**config.mk**
```make
export PLATFORM = sky130hd
export DESIGN_NAME = pc_unit
export DESIGN_NICKNAME = d
export VERILOG_FILES = /design/src/rtl/pc_unit.sv
export SDC_FILE = /design/constraint.sdc
export NUM_CORES = 1
export LEC_CHECK = 0
export CAP_MARGIN = 30
export CORE_UTILIZATION = 47
export CTS_CLUSTER_DIAMETER = 80
export DETAILED_ROUTE_END_ITERATION = 12
export PLACE_DENSITY = 0.8
export RECOVER_POWER = 100
export SLEW_MARGIN = 25
export SYNTH_ARGS = -nofsm -noshare
export SYNTH_HDL_FRONTEND = slang
export SYNTH_SLANG_ARGS = --single-unit
```
**constraint.sdc**
```tcl
create_clock -name clk_i -period 5.28 [get_ports clk_i]
set_clock_uncertainty 0.15 [all_clocks]
set_input_delay 0.528 -clock clk_i [delete_from_list [all_inputs] [get_ports clk_i]]
set_output_delay 0.528 -clock clk_i [all_outputs]
set_load 0.05 [all_outputs]
```
**src/rtl/pc_unit.sv**
```systemverilog
// Fetch PC generator with a circular return-address stack.
// Priority: redirect > stall > RAS pop > sequential increment.
module pc_unit #(
  parameter int unsigned DATA_WIDTH = 32,
  parameter logic [DATA_WIDTH-1:0] RESET_VECTOR = '0,
  parameter int unsigned RAS_DEPTH = 4,
  parameter int unsigned INCR = 4
) (
  input  logic                          clk_i,
  input  logic                          rst_i,
  input  logic                          stall_i,
  input  logic                          redirect_i,
  input  logic [DATA_WIDTH-1:0]         redirect_pc_i,
  input  logic                          ras_push_i,
  input  logic                          ras_pop_i,
  output logic [DATA_WIDTH-1:0]         PC_o,
  output logic [DATA_WIDTH-1:0]         PCPlus_o,
  output logic                          misalign_o,
  output logic [$clog2(RAS_DEPTH):0]    ras_count_o,
  output logic                          ras_empty_o
);

  localparam int unsigned PW = $clog2(RAS_DEPTH);
  localparam int unsigned CW = PW + 1;
  localparam logic [CW-1:0] DEPTH_C = CW'(RAS_DEPTH);

  logic [DATA_WIDTH-1:0] pc_q, pc_d;
  logic [DATA_WIDTH-1:0] pc_plus;
  logic [CW-1:0]         cnt_q, cnt_d;
  logic [PW-1:0]         top_q, top_d;
  logic [PW-1:0]         top_inc, top_dec;
  logic                  mis_q, mis_d;
  logic                  push_ok, pop_ok;
  logic [DATA_WIDTH-1:0] ras_q [RAS_DEPTH];
  logic [DATA_WIDTH-1:0] ras_d [RAS_DEPTH];

  assign pc_plus = pc_q + DATA_WIDTH'(INCR);
  assign top_inc = top_q + 1'b1;
  assign top_dec = top_q - 1'b1;

  // Push/pop only act on an unstalled, non-redirected cycle; a pop
  // on an empty stack degrades to a sequential fetch.
  assign push_ok = ras_push_i & ~redirect_i & ~stall_i;
  assign pop_ok  = ras_pop_i & ~redirect_i & ~stall_i
                 & (cnt_q != '0);

  // Next-state selection for PC, stack pointer, count and entries.
  always_comb begin
    pc_d  = pc_q;
    cnt_d = cnt_q;
    top_d = top_q;
    mis_d = 1'b0;
    ras_d = ras_q;
    if (redirect_i) begin
      pc_d  = {redirect_pc_i[DATA_WIDTH-1:2], 2'b00};
      mis_d = |redirect_pc_i[1:0];
    end else if (stall_i) begin
      pc_d = pc_q;
    end else if (push_ok && pop_ok) begin
      pc_d         = ras_q[top_q];
      ras_d[top_q] = pc_plus;
    end else if (pop_ok) begin
      pc_d  = ras_q[top_q];
      top_d = top_dec;
      cnt_d = cnt_q - 1'b1;
    end else if (push_ok) begin
      pc_d           = pc_plus;
      ras_d[top_inc] = pc_plus;
      top_d          = top_inc;
      if (cnt_q != DEPTH_C) cnt_d = cnt_q + 1'b1;
    end else begin
      pc_d = pc_plus;
    end
  end

  // Control state with asynchronous reset.
  always_ff @(posedge clk_i or posedge rst_i) begin
    if (rst_i) begin
      pc_q  <= RESET_VECTOR;
      cnt_q <= '0;
      top_q <= '0;
      mis_q <= 1'b0;
    end else begin
      pc_q  <= pc_d;
      cnt_q <= cnt_d;
      top_q <= top_d;
      mis_q <= mis_d;
    end
  end

  // Stack entries need no reset; invalid slots are never read.
  always_ff @(posedge clk_i) begin
    ras_q <= ras_d;
  end

  assign PC_o        = pc_q;
  assign PCPlus_o    = pc_plus;
  assign misalign_o  = mis_q;
  assign ras_count_o = cnt_q;
  assign ras_empty_o = (cnt_q == '0);

endmodule

```
==> results.cfg <==
[outcome]
status = finished with violations
violations = max-capacitance violations, max-slew violations

[setup_path]
r2r_cells = 6
crit_fanout = 18
worst_setup_path_end_kind = flip-flop
crit_path_start_kind = input port
critPathRequiredTime_ns = 5.20
arrival_ns = 4.73
crit_type = in -> reg

[grt]
grt_max_degree = 39
antenna_found_initial = 0
grt_pass1_vias = 6502
overflow = 0
grt_pass1_wl_mm = 37.5
grt_util_all_layers_pct = 27.6

[sta]
finalSetupViolCount = 0
hold_viol = 0
fin_crit_sh_pct = 91.0
final_max_slew_viol_count = 73
rsz0062_at_grt = false
fin_ws_ns = 0.475
setup_tns_ns = 0
fmax_mhz = 208
worst_pin_slew_ns = 2.67
slew_headroom_pct = -78.2
layout_min_cycle_time_ns = 4.80

[finish]
n_antenna_cell = 0
area_growth_pct = 21.7
nets = 850
drive_above_1_share_pct = 13.5

[clocking]
clockBufferDepth = 2
post_cts_buffers = 0
path_clk_slew_ns = 0.06
clock_latency_ns = 0.44
cts.sinks = 166
ctsHtreeMaxLevel = 4
numCtsBuffers = 17
cts_tree = built
cts-resized-gates = 0
cts.hold.buffers_added = 0
cts-root-buf = clkbuf_16

[synth]
ys_seq_area_share_pct = 55.9
syn-mean-instance-area_sq_um = 12.0
syn_area_sq_um = 8580
synth_area_leaders = edfxtp_1 45%, dfrtp_1 11%, mux4_2 8.4%
synth_flop_cell = edfxtp_1
synth.distinct_cells = 63
yosys_warnings = 0
synthTopCellsByCount = 128 x edfxtp_1, 74 x a21oi_1, 67 x nor2_1, 43 x nand2_1, 38 x dfrtp_1
syn_inst = 714
synth_top_area_share_pct = 44.8
synth_nets = 762
synth_area_leader_cell = edfxtp_1
ys_ff_latch = 166
synth_edf_count = 128
async_flop_share_pct = 22.9
synth.most_common_cell = edfxtp_1

[detailed_routing]
routed_via_density = 6.41
drt_iter0_markers = 855
final_antenna_net_count = 0
vias = 6695
wl_per_cell_microns = 23.4
wl_mm = 24.5
drc_errors = 0
firstDrtPassIters = 6

[die]
ios = 107
die_w_microns = 137
die_h_microns = 137
die-area_sq_um = 18800
core-area_sq_um = 17900
rows = 49
start_util_pct = 47.9

[power_and_ir_drop]
power_frac_seq_pct = 36.2
p_int_uw = 3060
swShare_pct = 39.3
p_total_uw = 5030
combPwrFrac_pct = 37.6
p_switching_uw = 1980
leakage_uw = 0.00375
clkPwrFrac_pct = 26.1
ir_drop_mv = 0.409
power_density_nw_per_um2 = 482

[place]
numPortBuffers = 106
routabilityCongestion = 0.823
dp_hpwl_mm = 15.4
dp_slack_ns = 0.890

[job]
drv_cap = 2

[worst_hold_path]
hp-class = in -> reg
hold_depth = 2
==> per-layer routing <==
layer / share of wire (%) / vias up / track usage [%]
li1: - / 2916 / -
met1: 40 / 3274 / 37.7
met2: 48 / 458 / 43.3
met3: 11 / 47 / 5.96
met4: 1.9 / 0 / 10.1
met5: 0 / - / 0
==> stage by stage <==
stage	hold WS (ns)	utilization, %	cells	cell area, sq um
after global routing	0.336	58.3	1044	10400
after floorplan	0.494	-	714	8580
after CTS	0.317	59.0	1044	10600
final	0.333	58.3	1044	10400
after detailed placement	0.436	55.6	1012	9950
after global placement	0.410	55.0	1008	9850
==> flip-flops by register name, indices dropped and copies added, names as in the netlist <==
name / flops
PC_o: 32
top_q: 2
ras_q: 128
misalign_o: 1
ras_count_o: 3
==> layout make-up <==
class | count | area, sq um
flip-flops and latches | 166 | 4800
clock buffers | 18 | 439
repair buffers | 124 | 1180
inverters | 26 | 97.6
well taps | 229 | 287
multi-input cells | 467 | 3450
fillers | 1433 | 7460
clock inverters | 14 | 181
==> path summary, 6_finish.rpt <==
kind	startpoint	endpoint	slack, ns
worst max-delay path	stall_i	ras_q[88]$_DFFE_PP_	0.48
worst min-delay path	redirect_i	PC_o[1]$_DFFE_PP0P_	0.33
worst max register to register	ras_count_o[1]$_DFFE_PP0P_	ras_q[88]$_DFFE_PP_	1.36
worst min register to register	ras_count_o[2]$_DFFE_PP0P_	ras_count_o[2]$_DFFE_PP0P_	0.43
max in group asynchronous	rst_i	top_q[0]$_DFFE_PP0P_	1.88
min in group asynchronous	rst_i	ras_count_o[2]$_DFFE_PP0P_	1.39
==> layout by cell type, fill, tap and decap left out, drive strengths merged, types with 4 or more instances in the layout <==
cell type,synthesis,final
a21oi,74,74
or4,20,20
ha,9,9
and3,19,19
nor2,67,67
xnor2,11,11
edfxtp,128,128
nand2,43,43
nor2b,12,12
nor3,5,5
dfrtp,38,38
xor2,6,6
and4,5,5
buf,14,8
clkinvlp,0,4
clkbuf,40,29
o31ai,6,6
clkdlybuf4s50,0,34
dlygate4sd3,0,71
o311ai,5,5
mux4,32,32
nand3,28,28
inv,25,25
or3,13,13
mux2i,8,8
o211ai,16,16
o21ai,26,26
nor4,5,5
nand3b,4,4
bufinv,0,4
nand4,10,10
a221oi,17,17
clkinv,1,7
==> critical path, cell delays in order <==
cell           delay, ns
dlygate4sd3_1       0.55
clkbuf_1            0.75
nor2_1              0.30
nand2_1             0.35
inv_1               0.08
ha_1                0.46
mux2i_4             0.31
nor2_2              0.72
clkbuf_2            0.63
==> kinds of logic after synthesis <==
family	Yosys count	synth area share, %
xor+xnor	17	1.74
mux	41	9.47
fa+ha+maj	10	1.55
flops	166	55.9
buf+inv	81	4.22
compound gates	159	11.6
simple gates	240	15.6
==> power by group through the flow <==
stage	logic, uW	clock network [uW]	registers (uW)
final	1890	1320	1820
after global routing	2020	1370	1850
after CTS	1980	1320	1820
after detailed placement	1970	0	1850
after global placement	1920	0	1840
after floorplan	1180	0	1950
No activity file was read; power rests on OpenSTA's default activity.
